## config.mk

```make
export PLATFORM = sky130hd
export DESIGN_NAME = arm_fetch_unit
export DESIGN_NICKNAME = d
export VERILOG_FILES = /design/src/rtl/arm_fetch_pkg.sv /design/src/rtl/arm_fetch_queue.sv /design/src/rtl/arm_fetch_unit.sv
export SDC_FILE = /design/constraint.sdc
export NUM_CORES = 1
export LEC_CHECK = 0
export BUFFER_PORTS_ARGS = -buffer_cell sky130_fd_sc_hd__buf_4
export CAP_MARGIN = 0
export CORE_MARGIN = 2
export CORE_UTILIZATION = 50
export DETAILED_ROUTE_END_ITERATION = 6
export PLACE_DENSITY = 0.86
export SYNTH_ARGS = -nofsm -noshare
export SYNTH_HDL_FRONTEND = slang
export SYNTH_HIERARCHICAL = 1
export SYNTH_SLANG_ARGS = --single-unit
export TNS_END_PERCENT = 1
```

## constraint.sdc

```tcl
create_clock -name clk -period 3.1 [get_ports clk]
set_clock_uncertainty 0.1 [all_clocks]
set_input_delay 0.31 -clock clk [delete_from_list [all_inputs] [get_ports clk]]
set_output_delay 0.31 -clock clk [all_outputs]
set_load 0.05 [all_outputs]
```

## src/rtl/arm_fetch_pkg.sv

```systemverilog
// rtl/arm_fetch_pkg.sv - shared types and constants for the ARM instruction fetch stage
package arm_fetch_pkg;

  localparam int          WORD_BYTES       = 4;
  localparam logic [31:0] DEFAULT_RESET_PC = 32'h0000_0000;

  typedef struct packed {
    logic [31:0] instr;
    logic [31:0] pc;
  } fetch_entry_t;

endpackage

```

## src/rtl/arm_fetch_queue.sv

```systemverilog
// rtl/arm_fetch_queue.sv - in-order prefetch FIFO of fetched words with their addresses
module arm_fetch_queue
  import arm_fetch_pkg::*;
#(
  parameter int DEPTH = 2
) (
  input  logic                   clk,
  input  logic                   rst_n,
  input  logic                   push,
  input  fetch_entry_t           push_data,
  input  logic                   pop,
  input  logic                   flush,
  output fetch_entry_t           head,
  output logic [$clog2(DEPTH):0] count,
  output logic                   empty,
  output logic                   full
);

  localparam int PW = $clog2(DEPTH);
  localparam int CW = PW + 1;

  fetch_entry_t    mem_q [DEPTH];
  fetch_entry_t    mem_d [DEPTH];
  logic [PW-1:0]   rd_ptr_q, rd_ptr_d;
  logic [PW-1:0]   wr_ptr_q, wr_ptr_d;
  logic [CW-1:0]   count_q, count_d;

  always_comb begin
    mem_d    = mem_q;
    rd_ptr_d = rd_ptr_q;
    wr_ptr_d = wr_ptr_q;
    count_d  = count_q;
    if (flush) begin
      rd_ptr_d = '0;
      wr_ptr_d = '0;
      count_d  = '0;
    end else begin
      if (push) begin
        mem_d[wr_ptr_q] = push_data;
        wr_ptr_d        = wr_ptr_q + 1'b1;
      end
      if (pop) begin
        rd_ptr_d = rd_ptr_q + 1'b1;
      end
      count_d = count_q + CW'(push) - CW'(pop);
    end
  end

  always_ff @(posedge clk or negedge rst_n) begin
    if (!rst_n) begin
      for (int i = 0; i < DEPTH; i++) begin
        mem_q[i] <= '0;
      end
      rd_ptr_q <= '0;
      wr_ptr_q <= '0;
      count_q  <= '0;
    end else begin
      mem_q    <= mem_d;
      rd_ptr_q <= rd_ptr_d;
      wr_ptr_q <= wr_ptr_d;
      count_q  <= count_d;
    end
  end

  assign head  = mem_q[rd_ptr_q];
  assign count = count_q;
  assign empty = (count_q == '0);
  assign full  = (count_q == CW'(DEPTH));

endmodule

```

## src/rtl/arm_fetch_unit.sv

```systemverilog
// rtl/arm_fetch_unit.sv - credit-limited sequential instruction prefetch with redirect flush
module arm_fetch_unit
  import arm_fetch_pkg::*;
#(
  parameter int          DEPTH    = 2,
  parameter int          MAX_OUT  = 2,
  parameter logic [31:0] RESET_PC = DEFAULT_RESET_PC
) (
  input  logic        clk,
  input  logic        reset,
  output logic        imem_req,
  output logic [31:0] imem_addr,
  input  logic        imem_gnt,
  input  logic        imem_rvalid,
  input  logic [31:0] imem_rdata,
  output logic [31:0] instr,
  output logic [31:0] instr_pc,
  output logic        instr_valid,
  input  logic        ir_write,
  input  logic        redirect,
  input  logic [31:0] redirect_pc,
  output logic        fetch_err
);

  localparam int          CW   = $clog2(DEPTH) + 1;
  localparam logic [31:0] STEP = 32'(WORD_BYTES);

  logic [31:0]  fetch_pc_q, fetch_pc_d;
  logic [31:0]  tail_pc_q, tail_pc_d;
  logic [CW-1:0] outstanding_q, outstanding_d;
  logic [CW-1:0] discard_q, discard_d;
  logic          fetch_err_q, fetch_err_d;

  logic [CW-1:0] q_count;
  logic          q_empty, q_full, q_push, q_pop;
  fetch_entry_t  q_head, q_push_data;
  logic          grant, resp, drop;
  logic [CW:0]   credit_used;

  arm_fetch_queue #(.DEPTH(DEPTH)) u_queue (
    .clk       (clk),
    .rst_n     (reset),
    .push      (q_push),
    .push_data (q_push_data),
    .pop       (q_pop),
    .flush     (redirect),
    .head      (q_head),
    .count     (q_count),
    .empty     (q_empty),
    .full      (q_full)
  );

  always_comb begin
    // Words already queued plus live (non-discarded) requests must fit in the queue.
    credit_used = {1'b0, q_count} + {1'b0, outstanding_q} - {1'b0, discard_q};
    imem_req    = reset && !redirect && (credit_used < (CW+1)'(DEPTH))
                  && (outstanding_q < CW'(MAX_OUT));
    imem_addr   = fetch_pc_q;
    grant       = imem_req && imem_gnt;
    resp        = imem_rvalid && (outstanding_q != '0);
    drop        = resp && (discard_q != '0);
    q_pop       = ir_write && !q_empty && !redirect;
    q_push      = resp && !drop && !redirect && (!q_full || q_pop);
    q_push_data.instr = imem_rdata;
    q_push_data.pc    = tail_pc_q;

    fetch_pc_d    = grant  ? fetch_pc_q + STEP : fetch_pc_q;
    tail_pc_d     = q_push ? tail_pc_q + STEP  : tail_pc_q;
    outstanding_d = outstanding_q + CW'(grant) - CW'(resp);
    discard_d     = discard_q - CW'(drop);
    fetch_err_d   = fetch_err_q || (imem_rvalid && (outstanding_q == '0));

    if (redirect) begin
      fetch_pc_d = redirect_pc & 32'hFFFF_FFFC;
      tail_pc_d  = redirect_pc & 32'hFFFF_FFFC;
      discard_d  = outstanding_d;
    end
  end

  always_ff @(posedge clk or negedge reset) begin
    if (!reset) begin
      fetch_pc_q    <= RESET_PC;
      tail_pc_q     <= RESET_PC;
      outstanding_q <= '0;
      discard_q     <= '0;
      fetch_err_q   <= 1'b0;
    end else begin
      fetch_pc_q    <= fetch_pc_d;
      tail_pc_q     <= tail_pc_d;
      outstanding_q <= outstanding_d;
      discard_q     <= discard_d;
      fetch_err_q   <= fetch_err_d;
    end
  end

  assign instr_valid = !q_empty;
  assign instr       = q_empty ? 32'h0 : q_head.instr;
  assign instr_pc    = q_empty ? 32'h0 : q_head.pc;
  assign fetch_err   = fetch_err_q;

endmodule

```

After elaboration in Yosys (flattened, before gate mapping)

Index checks and enable logic that the tools add are counted.

Add/sub/neg operators: 11
$lt $le $gt $ge: 5
Equality and inequality tests: 1
Muxes and demuxes: 18
Bitwise gates (word level): 3
Reduce and logical (&&, ||, !) cells: 27

Operators by type and width:

| operator                                                   | number |
|---|---|
| two-way mux 64 bit                                         | 4 |
| two-way mux 32 bit                                         | 6 |
| bitwise mux 128 bit                                        | 1 |
| adder 32 x 3 -> 32 bit, second input constant              | 2 |
| demux 64 bit (select 1 bit)                                | 1 |
| logical AND 1 bit                                          | 13 |
| nonzero test 2 bit                                         | 5 |
| subtractor 2 x 1 -> 2 bit                                  | 3 |
| adder 2 x 1 -> 2 bit                                       | 2 |
| >= comparator 2 bit, second input constant                 | 2 |
| zero test 1 bit                                            | 4 |
| zero test 2 bit                                            | 2 |
| two-way mux 1 bit                                          | 4 |
| two-way mux 2 bit                                          | 2 |
| NOT 1 -> 2 bit                                             | 2 |
| adder 2 x 2 -> 3 bit                                       | 1 |
| less-than comparator 3 x 2 -> 1 bit, second input constant | 1 |
| subtractor 3 x 2 -> 3 bit                                  | 1 |
| adder 1 bit, second input constant                         | 2 |
| equality test 2 bit, second input constant                 | 1 |
| logical OR 1 bit                                           | 2 |
| less-than comparator 2 x 1 -> 1 bit, second input constant | 1 |
| less-than comparator 2 bit, second input constant          | 1 |
| AND reduction 2 bit                                        | 1 |
| NOT 1 bit                                                  | 1 |

Bits in registers: 201
Output and inout bits: 99
Word-level logic and storage cells: 77

Depth between registers and ports, before layout

Depth after elaboration: 10
Depth in mapped cells: 14
Depth with buffers taken out: 13

Hierarchy

The synthesis kept the hierarchy.

Modules (own cells, without submodules):

| module          | times used | cells an instance | area each (um^2) | seq. area each (um^2) |
|---|---|---|---|---|
| arm_fetch_queue | 1          | 360               | 6,058.3          | 3,303.2 |
| arm_fetch_unit  | 1          | 472               | 4,270.3          | 1,626.6 |

Worst setup path before layout

No wires, ideal clock.

Path type: register to output
Start: reg outstanding_q[1]
End: out imem_req
Data arrival time: 3.167 ns
Setup slack: -0.477 ns
Stages on the path, launching flop included: 6
Cells stage by stage: dfrtp_1 > fa_1 > inv_1 > fa_1 > xor2_1 > nor4_1

Word-level cells in the longest chain between the ends: 5

RTL lines:

| what                                | line                 | text |
|---|---|---|
| from (decl)                         | arm_fetch_unit.sv:30 | `logic [CW-1:0] outstanding_q, outstanding_d;` |
| from (signal assigned)              | arm_fetch_unit.sv:90 | `outstanding_q <= outstanding_d;` |
| adder 2 x 2 -> 3 bit                | arm_fetch_unit.sv:55 | `credit_used = {1'b0, q_count} + {1'b0, outstanding_q} - {1'b0, discard_q};` |
| subtractor 3 x 2 -> 3 bit           | arm_fetch_unit.sv:55 |  |
| less-than comparator 3 x 2 -> 1 bit | arm_fetch_unit.sv:56 | `imem_req = reset && !redirect && (credit_used < (CW+1)'(DEPTH))` |
| logical AND 1 bit                   | arm_fetch_unit.sv:56 |  |
| logical AND 1 bit *                 | arm_fetch_unit.sv:57 | `&& (outstanding_q < CW'(MAX_OUT));` |
| to (decl)                           | arm_fetch_unit.sv:11 | `output logic imem_req,` |

Mark *: on every way between the ends. The rest lies on a longest branch, timed or not.

Worst setup path after layout

Start: reg discard_q[1]
End: reg fetch_pc_q[25] (netlist: imem_addr[25])

Word-level cells in the longest chain between the ends: 6

RTL lines:

| what                                | line                 | text |
|---|---|---|
| from (decl)                         | arm_fetch_unit.sv:31 | `logic [CW-1:0] discard_q, discard_d;` |
| from (signal assigned)              | arm_fetch_unit.sv:91 | `discard_q <= discard_d;` |
| subtractor 3 x 2 -> 3 bit           | arm_fetch_unit.sv:55 |  |
| less-than comparator 3 x 2 -> 1 bit | arm_fetch_unit.sv:56 |  |
| logical AND 1 bit                   | arm_fetch_unit.sv:56 |  |
| logical AND 1 bit                   | arm_fetch_unit.sv:57 |  |
| logical AND 1 bit                   | arm_fetch_unit.sv:59 | `grant = imem_req && imem_gnt;` |
| nonzero test 2 bit (no line)        | --                   |  |
| to (signal assigned)                | arm_fetch_unit.sv:88 | `fetch_pc_q <= fetch_pc_d;` |
| to (decl)                           | arm_fetch_unit.sv:28 | `logic [31:0] fetch_pc_q, fetch_pc_d;` |

Every way passes these cells.
A chain may end at the register's enable or synchronous reset.

==> results.json <==
{
  "cp_max_fo": 7,
  "multiInputGateArea_mm2": 0.00514,
  "fin_crit_ns": 3.19,
  "post-route-drc-count": 0,
  "viasPerCell": 5.68,
  "vdd_ir_drop_max_uv": 557,
  "r2r_cells": 12,
  "top_layer": "met4",
  "pin_count": 169,
  "cts_tree": "done",
  "yosysWarnings": 6,
  "crit_path_start_kind": "flop",
  "final_util": 0.623,
  "initial_core_util": 0.510,
  "worst_path_max_delay_cell": "fa_1",
  "routed_wl_um": 24800,
  "ff_latch_area_mm2": 0.00493,
  "dr.pass1.iters": 5,
  "dieArea_mm2": 0.0218,
  "pwr-share-clk": 0.217,
  "grt_pass1_wl_um": 38600,
  "wl_met1_um": 10400,
  "syn_area_per_cell_um2": 12.4,
  "yosysUniqueCellTypes": 55,
  "final_layout_size_suffix_gt1_frac": 0.453,
  "wl_met2_um": 12200,
  "netlist_area_mm2": 0.0103,
  "power_frac_comb": 0.403,
  "intPower_w": 0.00638,
  "critical_path.top_delay_family": "adder cells",
  "outcome": "finished, violations left",
  "path_cells": "inv_2, fa_1, inv_2, fa_1, and4b_2, buf_6, and4_4, buf_6, buf_4, nand3_1, xnor2_1, a21oi_1",
  "cp.arrival_ns": 3.36,
  "fillers": 1559,
  "clock_latency_ns": 0.43,
  "worst_slack_ns": -0.0850,
  "synth_async_sr_flop_share": 1.00,
  "clk_path_buf_depth": 2,
  "path_depth": 12,
  "tightestPinTransition_ns": 0.948,
  "critical_path_buf_inv_count": 5,
  "htreeDepth": 4,
  "root_buffer": "clkbuf_16",
  "critPathKind": "reg -> reg",
  "track_usage": 0.223,
  "min_from": "imem_rdata[6]",
  "seq_area_frac_synth": 0.477,
  "antenna_found_initial": 0,
  "rows": 52,
  "slew_headroom": 0.368,
  "cp-end-kind": "flop",
  "synth_flop_cell": "dfrtp_1",
  "dp_hpwl_um": 16400,
  "p_per_area_mw_per_mm2": 790,
  "slew_violations": 0,
  "hp-class": "in -> reg",
  "maxCapViolations": 0,
  "violations": "setup timing",
  "cp.required_ns": 3.28,
  "synth-edff-count": 0,
  "rr_endpoint": "imem_addr[25]",
  "clk_pin_slew_worst_paths_ns": 0.08,
  "gp_congestion": 0.854,
  "die_h_um": 148,
  "wl_per_cell_um": 19.3,
  "die_x_um": 148,
  "clock-sinks": 197,
  "vias": 7313,
  "grt_overflow": 0,
  "fin_hold_ws_ns": 0.0180,
  "finalCritPeriodShare": 1.03,
  "rsz0062_at_grt": "yes",
  "grt_max_degree": 179,
  "fmax_mhz": 314,
  "finalHoldViolations": 0,
  "grt_pass1_vias": 7291,
  "setup_viol": 11,
  "p_seq_frac": 0.380,
  "ant_nets": 0,
  "leakage_nw": 5.82,
  "insertedDiodeCount": 0,
  "drt_iter0_markers": 503,
  "worstHoldPathCells": 2,
  "core-area_mm2": 0.0202,
  "p_sw_w": 0.00357,
  "areaGrowthSynthToFinish_pct": 22.0,
  "final_net_count": 1084,
  "critical_path.max_stage_delay_ns": 0.59,
  "port_buffers": 164,
  "met3_length_um": 1790,
  "cts_buffers": 17,
  "swShare": 0.359,
  "reg2reg_setup_slack_ns": -0.09,
  "holdPathEnd": "u_queue/mem_q[102]",
  "r2r_start": "discard_q[1]",
  "synthCells": 832,
  "synth-seq-cells": 197
}
## cells in the final DEF (no fill, tap or decap), types with 11 or more instances in the layout
cell type  synthesis  final
nor2_1            20     18
inv_1             16     13
nand2_1           43     43
clkbuf_16          0     17
buf_4              6    187
dfrtp_1          197    196
xnor2_1           31     28
xor2_1            14     14
and4_1            12     11
nand3_1           28     27
nor2b_1           65     65
o211ai_1          12     12
mux2_2           146    145
mux2_4            60     61
nand4_1           19     19
and3_1            11     11
o21ai_0           19     16
## Yosys cell counts, drive strengths merged (2+ instances only)
library cell  instances  area share
a211oi                2      0.0019
a21o                  2      0.0015
a21oi                 7      0.0034
a31oi                 3      0.0018
and2                  3      0.0018
and3                 11      0.0067
and4                 12       0.010
buf                  29       0.029
clkbuf               21      0.0076
dfrtp               197        0.48
fa                    2      0.0039
ha                    8      0.0097
inv                  16      0.0058
mux2                211        0.25
mux2i                 3      0.0029
nand2                43       0.016
nand2b                3      0.0018
nand3                28       0.014
nand3b                2      0.0015
nand4                19       0.012
nand4b                2      0.0017
nor2                 20      0.0073
nor2b                65       0.039
nor3                  5      0.0024
nor4                  7      0.0042
o211ai               12      0.0087
o21ai                20      0.0097
o311ai                6      0.0051
o41ai                 2      0.0017
or3                   6      0.0036
or4                   6      0.0044
xnor2                31       0.026
xor2                 14       0.012
## timing repair
item,CTS,global route
hold endpoints to repair,20,1
endpoints found under the setup margin,4,14
pin swaps,2,16
buffers inserted,0,6
hold buffers,2,1
gates resized for setup,1,31
## worst max-delay path by stage
stage,start,endpoint,slack (ns)
2_1_floorplan,outstanding_q[1],imem_addr[31],0.01
3_3_place_gp,outstanding_q[1],imem_addr[30],0.09
3_5_place_dp,outstanding_q[1],imem_addr[30],-0.03
4_1_cts,outstanding_q[1],discard_q[1],0.03
5_1_grt,discard_q[1],imem_addr[25],-0.19
6_report,discard_q[1],imem_addr[25],-0.09
## state kept, by name, indices dropped and copies added, names as in the netlist
register and count:
u_queue/mem_q 128, imem_addr 30, tail_pc_q 30, discard_q 2, outstanding_q 2, u_queue/count 2, fetch_err 1, u_queue/rd_ptr_q 1
u_queue/wr_ptr_q 1
## logic make-up after synthesis
logic type      Yosys count  share of synthesized area
fa+ha+maj                10                     0.0136
xor+xnor                 46                     0.0403
other cells               1                   0.000363
buf+inv                  67                     0.0428
mux                     214                      0.255
compound gates           58                     0.0389
simple gates            239                      0.132
flops                   197                      0.477
## layer usage
layer / vias up / GRT usage
met3: 36 / 0.0414
met1: 3692 / 0.309
met2: 295 / 0.367
met4: 0 / 0.0505
li1: 3290 / -
met5: - / 0
## stage by stage
step           total power (W)  TNS, ns  setup WS (ns)  std cells  area [um^2]
2_1_floorplan          0.00646        0         0.0139        837        10400
3_3_place_gp           0.00744        0         0.0897       1246        11800
3_5_place_dp           0.00760  -0.0341        -0.0253       1246        11800
4_1_cts                0.00978        0         0.0333       1280        12400
5_1_grt                 0.0105    -2.20         -0.187       1287        12600
6_report               0.00996   -0.432        -0.0850       1287        12600
## worst register-to-register path, stage by stage, from the launching register on
cell and delay (ns):
dfrtp_1 0.37, inv_2 0.05, fa_1 0.57, inv_2 0.06, fa_1 0.59, and4b_2 0.28, buf_6 0.12, and4_4 0.22
buf_6 0.13, buf_4 0.12, nand3_1 0.09, xnor2_1 0.23, a21oi_1 0.11
## power groups by stage
stage                     sequential [W]  clock [W]  combinational, W
after global placement           0.00375          0           0.00369
final                            0.00378    0.00216           0.00401
after CTS                        0.00377    0.00220           0.00381
after global routing             0.00388    0.00232           0.00428
after detailed placement         0.00382          0           0.00379
after floorplan                  0.00381          0           0.00265
## final cells by class
class,instances,share of cell area
Clock buffer,17,0.0338
Clock inverter,15,0.0113
Inverter,17,0.00506
Multi-Input combinational cell,573,0.408
Sequential cell,197,0.391
Tap cell,270,0.0268
Timing Repair Buffer,198,0.124
Note: power is estimated with default switching activity, not from simulation.
